**config.mk**
```make
export PLATFORM = sky130hd
export DESIGN_NAME = alu_operand_issue
export DESIGN_NICKNAME = d
export VERILOG_FILES = /design/src/rtl/alu_pkg.sv /design/src/rtl/skid_buf2.sv /design/src/rtl/alu_operand_issue.sv
export SDC_FILE = /design/constraint.sdc
export NUM_CORES = 1
export LEC_CHECK = 0
export ABC_AREA = 1
export CAP_MARGIN = 0
export CORE_ASPECT_RATIO = 1.4
export CORE_MARGIN = 2
export CORE_UTILIZATION = 50
export CTS_CLUSTER_DIAMETER = 80
export DETAILED_ROUTE_END_ITERATION = 10
export GPL_TIMING_DRIVEN = 0
export PLACE_DENSITY = 0.84
export SYNTH_ARGS = -nofsm -noshare
export SYNTH_HDL_FRONTEND = slang
export SYNTH_SLANG_ARGS = --single-unit
export TNS_END_PERCENT = 30
```
**constraint.sdc**
```tcl
create_clock -name clk -period 9.65 [get_ports clk]
set_clock_uncertainty 0.1 [all_clocks]
set_input_delay 2.4125 -clock clk [delete_from_list [all_inputs] [get_ports clk]]
set_output_delay 2.4125 -clock clk [all_outputs]
set_load 0.05 [all_outputs]
```
**src/rtl/alu_pkg.sv**
```systemverilog
// Shared definitions for the ALU operand-issue stage: opcodes, instruction
// field positions, buffer occupancy states and the issue-entry payload.
package alu_pkg;

   localparam int OPC_HI      = 31;
   localparam int OPC_LO      = 27;
   localparam int RD_HI       = 26;
   localparam int RD_LO       = 22;
   localparam int RS1_HI      = 21;
   localparam int RS1_LO      = 17;
   localparam int RS2_HI      = 16;
   localparam int RS2_LO      = 12;
   localparam int IMM_SEL_BIT = 11;
   localparam int IMM_HI      = 10;
   localparam int IMM_LO      = 0;

   localparam logic [4:0] OP_ADD = 5'b00000;
   localparam logic [4:0] OP_SUB = 5'b00001;
   localparam logic [4:0] OP_LSR = 5'b00100;
   localparam logic [4:0] OP_ASR = 5'b00101;
   localparam logic [4:0] OP_SL  = 5'b00110;
   localparam logic [4:0] OP_AND = 5'b01000;
   localparam logic [4:0] OP_OR  = 5'b01001;
   localparam logic [4:0] OP_NOT = 5'b01010;
   localparam logic [4:0] OP_MOV = 5'b01100;
   localparam logic [4:0] OP_POP = 5'b10000;

   typedef enum logic [1:0] {
      OCC_EMPTY = 2'd0,
      OCC_ONE   = 2'd1,
      OCC_FULL  = 2'd2
   } occ_state_t;

   typedef struct packed {
      logic [4:0]  opcode;
      logic [4:0]  rd;
      logic [31:0] alu_a;
      logic [31:0] alu_b;
   } issue_entry_t;

   function automatic logic [31:0] sext_imm11(input logic [10:0] imm);
      return {{21{imm[10]}}, imm};
   endfunction

   function automatic logic is_shift(input logic [4:0] op);
      return (op == OP_LSR) || (op == OP_ASR) || (op == OP_SL);
   endfunction

endpackage

```
**src/rtl/skid_buf2.sv**
```systemverilog
// Two-entry ready/valid buffer. in_ready, out_valid and the head entry are all
// registered, so neither handshake side sees a combinational path from the other.
module skid_buf2
   import alu_pkg::*;
#(
   parameter int W = 8
) (
   input  logic         clk,
   input  logic         rst,
   input  logic         in_valid,
   output logic         in_ready,
   input  logic [W-1:0] in_data,
   output logic         out_valid,
   input  logic         out_ready,
   output logic [W-1:0] out_data,
   output occ_state_t   state
);

   // Handshake: a beat moves on a rising edge where valid && ready on that side.
   logic [W-1:0] slot1;
   logic         push;
   logic         pop;

   assign push = in_valid && in_ready;
   assign pop  = out_valid && out_ready;

   // out_data always holds the oldest entry; slot1 only ever holds the second.
   always_ff @(posedge clk or posedge rst) begin
      if (rst) begin
         state     <= OCC_EMPTY;
         in_ready  <= 1'b1;
         out_valid <= 1'b0;
         out_data  <= '0;
         slot1     <= '0;
      end else begin
         case (state)
            OCC_EMPTY: begin
               if (push) begin
                  out_data  <= in_data;
                  out_valid <= 1'b1;
                  state     <= OCC_ONE;
               end
            end
            OCC_ONE: begin
               case ({push, pop})
                  2'b10: begin
                     slot1    <= in_data;
                     in_ready <= 1'b0;
                     state    <= OCC_FULL;
                  end
                  2'b01: begin
                     out_valid <= 1'b0;
                     state     <= OCC_EMPTY;
                  end
                  2'b11: out_data <= in_data;
                  default: ;
               endcase
            end
            OCC_FULL: begin
               if (pop) begin
                  out_data <= slot1;
                  in_ready <= 1'b1;
                  state    <= OCC_ONE;
               end
            end
            default: begin
               in_ready  <= 1'b1;
               out_valid <= 1'b0;
               state     <= OCC_EMPTY;
            end
         endcase
      end
   end

endmodule

```
**src/rtl/alu_operand_issue.sv**
```systemverilog
// Operand issue stage: decodes the instruction, picks register, forwarded or
// immediate operands, applies opcode-specific overrides and buffers the result.
module alu_operand_issue
   import alu_pkg::*;
#(
   parameter bit FWD_EN = 1'b1
) (
   input  logic               clk,
   input  logic               rst,
   input  logic               in_valid,
   output logic               in_ready,
   input  logic [31:0]        instr,
   input  logic [31:0]        rs1_data,
   input  logic [31:0]        rs2_data,
   input  logic               wb_valid,
   input  logic [4:0]         wb_rd,
   input  logic [31:0]        wb_data,
   output logic               out_valid,
   input  logic               out_ready,
   output logic [4:0]         opcode,
   output logic [4:0]         rd,
   output logic signed [31:0] alu_a,
   output logic signed [31:0] alu_b,
   output logic [31:0]        issue_cnt,
   output occ_state_t         buf_state
);

   logic [4:0]   rs1;
   logic [4:0]   rs2;
   logic         fwd_a;
   logic         fwd_b;
   issue_entry_t in_e;
   issue_entry_t out_e;
   logic [31:0]  cnt_q;

   assign rs1   = instr[RS1_HI:RS1_LO];
   assign rs2   = instr[RS2_HI:RS2_LO];
   assign fwd_a = FWD_EN && wb_valid && (wb_rd == rs1);
   assign fwd_b = FWD_EN && wb_valid && (wb_rd == rs2);

   // Register 0 reads as zero and is never a forwarding target.
   always_comb begin
      in_e.opcode = instr[OPC_HI:OPC_LO];
      in_e.rd     = instr[RD_HI:RD_LO];
      in_e.alu_a  = (rs1 == 5'd0) ? 32'd0 : (fwd_a ? wb_data : rs1_data);
      if (instr[IMM_SEL_BIT])
         in_e.alu_b = sext_imm11(instr[IMM_HI:IMM_LO]);
      else
         in_e.alu_b = (rs2 == 5'd0) ? 32'd0 : (fwd_b ? wb_data : rs2_data);
      if (is_shift(in_e.opcode))
         in_e.alu_b[31:5] = '0;
      if (in_e.opcode == OP_MOV)
         in_e.alu_a = 32'd0;
      if (in_e.opcode == OP_POP)
         in_e.alu_b = 32'd4;
   end

   skid_buf2 #(
      .W($bits(issue_entry_t))
   ) u_buf (
      .clk       (clk),
      .rst       (rst),
      .in_valid  (in_valid),
      .in_ready  (in_ready),
      .in_data   (in_e),
      .out_valid (out_valid),
      .out_ready (out_ready),
      .out_data  (out_e),
      .state     (buf_state)
   );

   always_ff @(posedge clk or posedge rst) begin
      if (rst)
         cnt_q <= '0;
      else if (out_valid && out_ready)
         cnt_q <= cnt_q + 32'd1;
   end

   assign opcode    = out_e.opcode;
   assign rd        = out_e.rd;
   assign alu_a     = out_e.alu_a;
   assign alu_b     = out_e.alu_b;
   assign issue_cnt = cnt_q;

endmodule

```
======== Yosys cells after proc, flatten, opt, wreduce, memory -nomap -nowiden ========
Cells that the tools add are included.
operators by class
  mux-type cells .......................... 22
  reductions and logical operators ........ 15
  equality and inequality tests ........... 18
  bitwise gates (word level) .............. 2
  $add $sub $neg .......................... 1
operator list
  cell                                                                   number
  32-bit two-way mux                                                     7
  74-bit two-way mux                                                     3
  74-bit one-hot mux with 3 select lines                                 1
  32-bit by 1-bit adder with 32-bit output, second input constant        1
  27-bit two-way mux                                                     1
  5-bit by 3-bit equality test with 1-bit output, second input constant  3
  5-bit equality test                                                    2
  5-bit zero test                                                        2
  3-bit AND reduction                                                    3
  2-bit equality test, second input constant                             3
  2-bit by 1-bit != test with 1-bit output, second input constant        3
  1-bit one-hot mux with 3 select lines                                  2
  2-bit one-hot mux with 3 select lines                                  1
  5-bit by 4-bit equality test with 1-bit output, second input constant  1
  5-bit equality test, second input constant                             1
  2-bit by 1-bit equality test with 1-bit output, second input constant  2
  1-bit logical AND                                                      4
  1-bit two-way mux                                                      4
  2-bit two-way mux                                                      2
  2-bit != test, second input constant                                   2
  2-bit one-hot mux with 2 select lines                                  1
  4-bit AND reduction                                                    1
  3-bit by 2-bit != test with 1-bit output, second input constant        1
  3-bit nonzero test                                                     1
  other kinds (4)                                                        6
word-level totals
  word-level logic and storage cells ...... 64
  output and inout port bits .............. 110
  input port bits ......................... 138
  register bits ........................... 184

======== Depth between registers and ports, before layout ========
  depth after elaboration ................. 9
  gate-level depth with buffers ........... 13
  mapped depth without buffers ............ 12

======== Cells and area by module ========
A second synthesis with hierarchy kept.
unflattened totals
  cell total of the unflattened synthesis .. 1493
  area total of the unflattened synthesis .. 10453.8 sq um
by module, submodules not included
  module             cells each  area each (sq um)  seq. area each (sq um)  times used
  skid_buf2          829         6706.4             3804.9                  1
  alu_operand_issue  664         3747.3             800.8                   1

======== Worst setup path after synthesis ========
OpenSTA, ideal clock, no wires.
  path kind ............................... in2reg
  from .................................... input port out_ready
  to ...................................... register cnt_q[24], in the netlist issue_cnt[24]
  library setup time ...................... 0.120 ns
  stages .................................. 11
  data required time ...................... 9.430 ns
  buffers on the path ..................... 0
  data arrival time ....................... 3.482 ns
  setup slack ............................. 5.948 ns
  cells stage by stage .................... nand2_4 inv_4 nand2_1 nor2_4 nand3_1 inv_1 nand4_2 nor2_4 nand3_1 nand2_1 nand2_1
on the way
  longest elaborated chain between the ends .. 1
RTL lines
  item                  line                     text
  start, declared       alu_operand_issue.sv:19  input logic out_ready,
  1-bit logical AND     alu_operand_issue.sv:75  else if (out_valid && out_ready)
  end signal, assigned  alu_operand_issue.sv:76  cnt_q <= cnt_q + 32'd1;
  end, declared         alu_operand_issue.sv:34  logic [31:0] cnt_q;
Every way passes these cells.
A chain may end at the register's enable or synchronous reset.

======== Worst setup path in the final report ========
  from .................................... register u_buf.in_ready
  to ...................................... output port in_ready
RTL lines
  item                    line                     text
  start, declared         skid_buf2.sv:11          output logic in_ready,
  start signal, assigned  skid_buf2.sv:31          in_ready <= 1'b1;
  start signal, assigned  skid_buf2.sv:48          in_ready <= 1'b0;
  start signal, assigned  skid_buf2.sv:62          in_ready <= 1'b1;
  end, declared           alu_operand_issue.sv:11  output logic in_ready,
No word-level cell between the ends.

==> results.toml <==
[finish]
layout_common_cells = "473 x nand2_1, 247 x clkdlybuf4s50_1, 183 x dfrtp_1, 153 x nor2_1, 138 x inv_1"
final_common_cell = "nand2_1"
fill_cells = 1619
layout-drive-gt1-share = 0.0527
fin_util = 0.688
layout.cells.non_filler = 1918
areaGrowthSynthToFinish_pct = 34.3
fin_nets = 1795
stdcell_area_um2 = 13300

[power_and_ir_drop]
p_seq_frac = 0.317
switching_share = 0.479
power_frac_comb = 0.510
power_density_nw_per_um2 = 303
switching_power_mw = 1.93
p_leak_nw = 6.96
clock_power_share = 0.173
p_int_mw = 2.10
vdd_drop_max_mv = 0.178

[clock_network]
path_clk_slew_ns = 0.07
cts_tree = "built"
cts-resized-gates = 0
cts_root_buf = "clkbuf_16"
clock_sinks = 184
clock_latency_ns = 0.44
cts_buffer_depth = 2
cts_setup_buffers = 0
h-tree-depth = 4
cts_hold_buf = 0
cts_buffers = 17

[worst_setup_path]
cp_data_required_time_ns = 7.14
crit_slowest_cell = "clkdlybuf4s50_1"
max_stage_delay_ns = 0.80
cp-end-kind = "output pin"
rr_worst_depth = 9
crit_fanout = 4
path_class = "flip-flop to output pin"
cp_cell_sequence = "clkdlybuf4s50_1"
worst_setup_path_start_kind = "flip-flop"
cp.arrival_ns = 1.80
worst-path-buf-inv = 1
critical-path-top-delay-family = "buffers and inverters"
crit_cells = 1

[synth]
ys_ff_latch = 184
synthFlopType = "dfrtp_1"
syn_inst = 1389
synth_warnings = 0
async_flop_share = 1.00
yosys.cell_types.count = 34
synthesis.area_um2 = 9920
avgSynthCellArea_um2 = 7.14
synth_edf_count = 0
synth_seq_area_share = 0.464
syn_nets = 1528

[job]
maxCapViolCount = 0

[timing]
setup_viol = 0
hold_viol_final = 0
period_minus_slack_ns = 4.31
rsz0062_at_grt = "no"
fmax_ghz = 0.232
fin_ws_ns = 5.34
finalCritPeriodShare = 0.447
slew_viol_final = 0
relSlewSlack = 0.550
worstMarginPinSlew_ns = 0.676

[place]
dp_cells = 1885
pre_cts_slack_ns = 4.95
dp_hpwl_mm = 25.5
dpl_cell_area_um2 = 12700
place.gp.congestion = 0.994
io_buffers = 247

[routing]
drc_errors = 0
routedWlPerCell_um = 17.2
first_pass_iters = 6
wirelength_mm = 33.1
via_count = 10400
via_per_inst = 5.45
final_antenna_net_count = 0
dr.first_iter.drc_count = 806

[die]
design.die.area_um2 = 21000
start_util = 0.512
dieWidth_um = 123
row_count = 60
io_pins = 248
fp.dieH_um = 171
core_area_um2 = 19400

[global_route]
grt.total_usage = 0.319
grt_pass1_wl_mm = 51.6
antenna_found_initial = 1
gr-total-overflow = 0
grt_pass1_vias = 10300
grt_max_degree = 107

[worst_hold_path]
hold_class = "flip-flop to flip-flop"
hold_depth = 2

[run_status]
status = "finished clean"
## through the flow
step,power (mW),hold slack (ns),TNS (ns)
floorplan,2.61,0.342,0
global placement,3.28,0.354,-57.47
detailed placement,3.32,0.359,0
CTS,4.03,0.376,0
global route,4.26,0.393,0
finish,4.03,0.375,0
## worst paths after layout
path                                      end             from  slack (ns)
hold reg to reg               u_buf.slot1[66]  u_buf.slot1[66]        0.38
hold / removal                u_buf.slot1[66]  u_buf.slot1[66]        0.38
max in group asynchronous     u_buf.slot1[27]              rst        6.16
setup / recovery                     in_ready   u_buf.in_ready        5.34
setup reg to reg           u_buf.out_data[29]   u_buf.state[1]        7.38
min in group asynchronous        issue_cnt[2]              rst        2.33
## cell families after synthesis
logic type	after synthesis	share of synthesized area
compound gates	146	0.0780
xor+xnor	29	0.0256
fa+ha+maj	1	0.00126
buf+inv	222	0.0884
flops	184	0.464
simple gates	807	0.342
## power by group through the flow
stage	logic (mW)	clock network (mW)	registers, mW
floorplan	0.768	0	1.84
global placement	2.00	0	1.27
detailed placement	2.04	0	1.28
CTS	2.06	0.697	1.27
global route	2.22	0.731	1.31
finish	2.06	0.696	1.28
## routing by layer
| metal | global-route usage | part of all wire |
|---|---|---|
| met5 | 0 | 0 |
| met4 | 0.183 | 0.058 |
| met3 | 0.0573 | 0.072 |
| met2 | 0.546 | 0.49 |
| met1 | 0.372 | 0.38 |
## flip-flops by register name (all words and copies together), names as in the netlist
signal / flops
issue_cnt: 32
u_buf.in_ready: 1
u_buf.out_data: 74
u_buf.out_valid: 1
u_buf.slot1: 74
u_buf.state: 2
## area by class of cell
type | instances | area (um^2) | share of cell area
Tap cell | 248 | 310 | 0.0233
Clock inverter | 13 | 130 | 0.00977
Buffer | 76 | 327 | 0.0245
Inverter | 146 | 558 | 0.0419
Sequential cell | 184 | 4610 | 0.346
Antenna cell | 1 | 2.50 | 0.000188
Multi-Input combinational cell | 983 | 4430 | 0.333
Clock buffer | 19 | 453 | 0.0340
Timing Repair Buffer | 248 | 2500 | 0.188
## Yosys cell counts (2+ instances only)
library cell	count	share of area
nand2_1	473	0.18
dfrtp_1	183	0.46
nor2_1	153	0.058
inv_1	139	0.053
nand3_1	100	0.050
o21ai_0	73	0.037
nand4_1	60	0.038
a21oi_1	55	0.028
buf_2	33	0.017
clkbuf_1	33	0.012
xor2_1	17	0.015
xnor2_1	12	0.011
a31oi_1	10	0.0063
buf_1	10	0.0038
nor3_1	8	0.0040
inv_2	5	0.0019
nor2_4	5	0.0057
o21ai_1	3	0.0015
nor4_1	2	0.0013
Note: power is estimated with default switching activity, not from simulation.
==> variant 1, RTL diff (config.mk and constraints unchanged) <==
Set the parameter `FWD_EN` to 1'b0 (it was 1'b1).
--- a/src/rtl/alu_operand_issue.sv
+++ b/src/rtl/alu_operand_issue.sv
@@ -3,7 +3,7 @@
 module alu_operand_issue
    import alu_pkg::*;
 #(
-   parameter bit FWD_EN = 1'b1
+   parameter bit FWD_EN = 1'b0
 ) (
    input  logic               clk,
    input  logic               rst,
Function: changed (a bounded check fails within 4 cycles, from zero or initial values and one cycle with rst high).
==> variant 1 against the original RTL <==
  * Setup slack improved by 6.6 ps
  * Highest routed layer unchanged
  * Wire length fell by 25%
  * Power barely moved
  * Sequential cell count did not move
  * Area after synthesis fell by 11%
  * Cell area fell by 11%
  * Clock power rose by 10%
  * Combinational power fell by 4%
  * Sequential share of layout area rose by 4.2 points
  * Critical path type unchanged
  * Hold slack got worse by 3.7 ps
==> variant 1: results (changes against the original RTL) <==
num_antenna_cells: 0  # -1
wire_per_inst_um: 15.3  # -11%
relSlewSlack: 0.599  # +0.0497
grt_max_degree: 122  # +14%
grt_pass1_vias: 8439  # -18%
p_leak_uw: 0.00584  # -16%
dp_hpwl_um: 18000  # -29%
root_buffer: "clkbuf_16"
synth.area.top_cells: "dfrtp_1 52%, nand2_1 17%, nor2_1 6.1%, o21ai_0 3.9%, a21oi_1 3.9%"
status: "complete, no violations"
synth_cell_types: 28  # -18%
ys_seq_area_frac: 0.522  # +0.0579
powerDensity_nw_per_um2: 339  # +12%
final_layout_size_suffix_gt1_frac: 0.0581  # +0.00533
power.internal_uw: 2200  # +4.6%
grt_pass1_wl_um: 40000  # -22%
p_clk_frac: 0.190  # +0.017
port_buffers: 209  # -15%
syn-num-nets: 1277  # -16%
drt_iter0_markers: 702  # -13%
placed_area_um2: 11200  # -12%
antenna_found_initial: 0  # -1
grt.total_usage: 0.267  # -0.0515
first_pass_iters: 5  # -1
irDropWorstVdd_v: 0.000182  # +2.4%
path_max_fanout: 4  # unchanged
netlist_top_cells_count: "402 x nand2_1, 183 x dfrtp_1, 144 x nor2_1"
place_congestion: 0.877  # -12%
drt-vias-per-instance: 5.33  # -2.2%
nNetsFinal: 1506  # -16%
clk_latency_ps: 420  # -20 ps
[variant 1: logic make-up after synthesis]
group                    share of synthesized area
AND/OR/NAND/NOR                              0.312
flip-flops                                   0.522
AO/OA/AOI/OAI                               0.0898
buffers and inverters                       0.0551
XOR/XNOR                                    0.0189
adder cells (fa/ha/maj)                    0.00142
[variant 1: metal layers]
layer	part of all wire	wire [um]	track usage	vias up
met2	0.51	12600	0.458	343
met4	0.031	764	0.109	0
met1	0.40	9900	0.331	4068
li1	-	-	-	4125
met3	0.059	1460	0.0480	60
met5	0	0	0	-
[variant 1: final timing paths]
path,from,end,slack [ps],cells after the start
max in group asynchronous,rst,u_buf.out_data[27],6170,3
worst min register to register,u_buf.slot1[66],u_buf.slot1[66],370,2
worst max register to register,u_buf.state[0],u_buf.out_data[37],7680,6
worst max-delay path,u_buf.in_ready,in_ready,5350,1
worst min-delay path,u_buf.slot1[66],u_buf.slot1[66],370,2
min in group asynchronous,rst,u_buf.slot1[67],2340,2
[variant 1: tightest hold or removal path: cells and delay by family (launching register included)]
| kind | cells | cell delay (ps) |
|---|---|---|
| flip-flops | 1 | 340 |
| AND/OR/NAND/NOR | 2 | 100 |
[variant 1: final cells by class]
| class | count | area (um^2) |
|---|---|---|
| clock buffers | 17 | 425 |
| well taps | 236 | 295 |
| repair buffers | 210 | 2120 |
| multi-input cells | 841 | 3730 |
| inverters | 46 | 180 |
| flip-flops and latches | 184 | 4610 |
| fillers | 1429 | 5450 |
| plain buffers | 67 | 313 |
| clock inverters | 13 | 215 |
[variant 1: stage by stage]
step	worst slack (ps)	TNS, ps	cells	hold WS [ps]
3_5_place_dp	5230	0	1584	359
2_1_floorplan	2140	0	1138	342
6_report	5350	0	1614	372
5_1_grt	5310	0	1614	393
3_3_place_gp	-294	-51090	1583	354
4_1_cts	5330	0	1614	375
==> variant 2, RTL diff (same settings) <==
Without the edit above. Put one more register stage on the output `issue_cnt`, with the module's reset. The value now appears one clock later. The other outputs are not delayed to match.
--- a/src/rtl/alu_operand_issue.sv
+++ b/src/rtl/alu_operand_issue.sv
@@ -80,7 +80,13 @@
    assign rd        = out_e.rd;
    assign alu_a     = out_e.alu_a;
    assign alu_b     = out_e.alu_b;
-   assign issue_cnt = cnt_q;
+   always_ff @(posedge clk or posedge rst) begin
+      if (rst) begin
+         issue_cnt <= '0;
+      end else begin
+         issue_cnt <= cnt_q;
+      end
+   end
 
 endmodule
 
Behaviour: not the same (Yosys sat finds a counterexample within 4 cycles, from zero or initial values and one cycle with rst high).
==> variant 2 against the original RTL <==
  * Clock power up 27%
  * Cell area rose by 7.9%
  * Setup slack worse by 89 ps
  * Critical path depth did not move
  * Area after synthesis increased by 9.0%
  * Wire length increased by 1.2%
  * Core utilization fell by 0.96 points
  * Power rose by 9.7%
  * Largest power group unchanged
  * First-iteration DRC count shrank 12%
  * Sequential cell count is 32 higher
  * Maximum frequency shrank 2.0%
==> variant 2: results (changes against the original RTL) <==
status: "complete, no violations"
fin_cells: 1958  # +2.1%
use_met1: 0.341  # -0.0311
grt_pass1_wl_um: 53000  # +2.7%
p_leak_uw: 0.00742  # +6.7%
numCtsBuffers: 21  # +4
htreeDepth: 1  # -3
irDropWorstVdd_v: 0.000221  # +24%
synth_cell_types: 36  # +5.9%
drt-total-wl_um: 33500  # +1.2%
antenna_found_initial: 0  # -1
placed_cells: 1920  # +1.9%
clockBufferDepth: 3  # +1
clk_latency_ps: 500  # +60 ps
rrSetupSlack_ps: 7460  # +80 ps
grt_util_met3: 0.0372  # -0.0201
drt_iter0_markers: 711  # -12%
min_to: "issue_cnt[27]"
r2r_end: "u_buf.out_data[2]"
ys_seq_area_frac: 0.500  # +0.0355
critical_path_arrival_ps: 1890  # +90 ps
syn_area_per_cell_um2: 7.66  # +7.3%
grt_pass1_vias: 10600  # +2.8%
worst_pin_slew_ps: 774  # +98.2 ps
post-place-ws_ps: 5000  # +42.9 ps
dr_wl_met2_um: 17000  # +5.8%
power.internal_uw: 2430  # +16%
first_pass_iters: 5  # -1
netlist_top_cells_count: "444 x nand2_1, 215 x dfrtp_1, 134 x nor2_1"
coreArea_um2: 21200  # +9.5%
m1WireLength_um: 12300  # -3.3%
place_congestion: 0.928  # -6.7%
dp_hpwl_um: 25500  # +0.23%
nNetsFinal: 1822  # +1.5%
==> variant 2: cell count changes in the layout (fill, tap and decap cells not counted), sizes merged, moves of 5 or more <==
cell	unedited run	this run
nor2	159	147
buf	44	39
nand4	61	71
dfrtp	183	215
inv	151	138
clkbuf	52	68
nand3	100	112
a21oi	56	68
nand2	475	450
==> variant 2: worst max-delay path by stage <==
| stage | start | cells after the start | end | slack [ps] |
|---|---|---|---|---|
| after CTS | u_buf.in_ready | 1 | in_ready | 5260 |
| after global placement | rst | 2 | u_buf.out_data[24] | -1340 |
| after floorplan | rst | 1 | cnt_q[0] | 1230 |
| after global routing | u_buf.in_ready | 1 | in_ready | 5220 |
| after detailed placement | wb_rd[3] | 9 | u_buf.out_data[52] | 5000 |
| final | u_buf.in_ready | 1 | in_ready | 5250 |
==> variant 2: area by class of cell <==
cell class	instances	area [um^2]
Tap cell	260	325
Antenna cell	1	2.50
Fill cell	1701	6830
Timing Repair Buffer	248	2500
Clock inverter	11	155
Inverter	140	533
Buffer	80	355
Clock buffer	26	574
Sequential cell	216	5410
Multi-Input combinational cell	976	4530
==> variant 2: stage by stage <==
step	total power (uW)	hold WS (ps)
final	4420	308
after global placement	3470	295
after detailed placement	3530	294
after CTS	4420	306
after global routing	4660	333
after floorplan	2790	274
==> variant 2: kinds of logic after synthesis <==
kind of cell | share of synthesized area
AOI/OAI and AO/OA | 0.0743
and+or+nand+nor | 0.319
adders and majority gates | 0.00116
DFF | 0.500
xor gates and xnor gates | 0.0242
buffers and inverters | 0.0815
==> variant 2: power by group through the flow <==
stage	Sequential [uW]	Combinational (uW)	Clock (uW)
after floorplan	2010	780	0
after global placement	1450	2030	0
after CTS	1450	2080	892
after detailed placement	1460	2070	0
final	1450	2080	887
after global routing	1480	2250	926
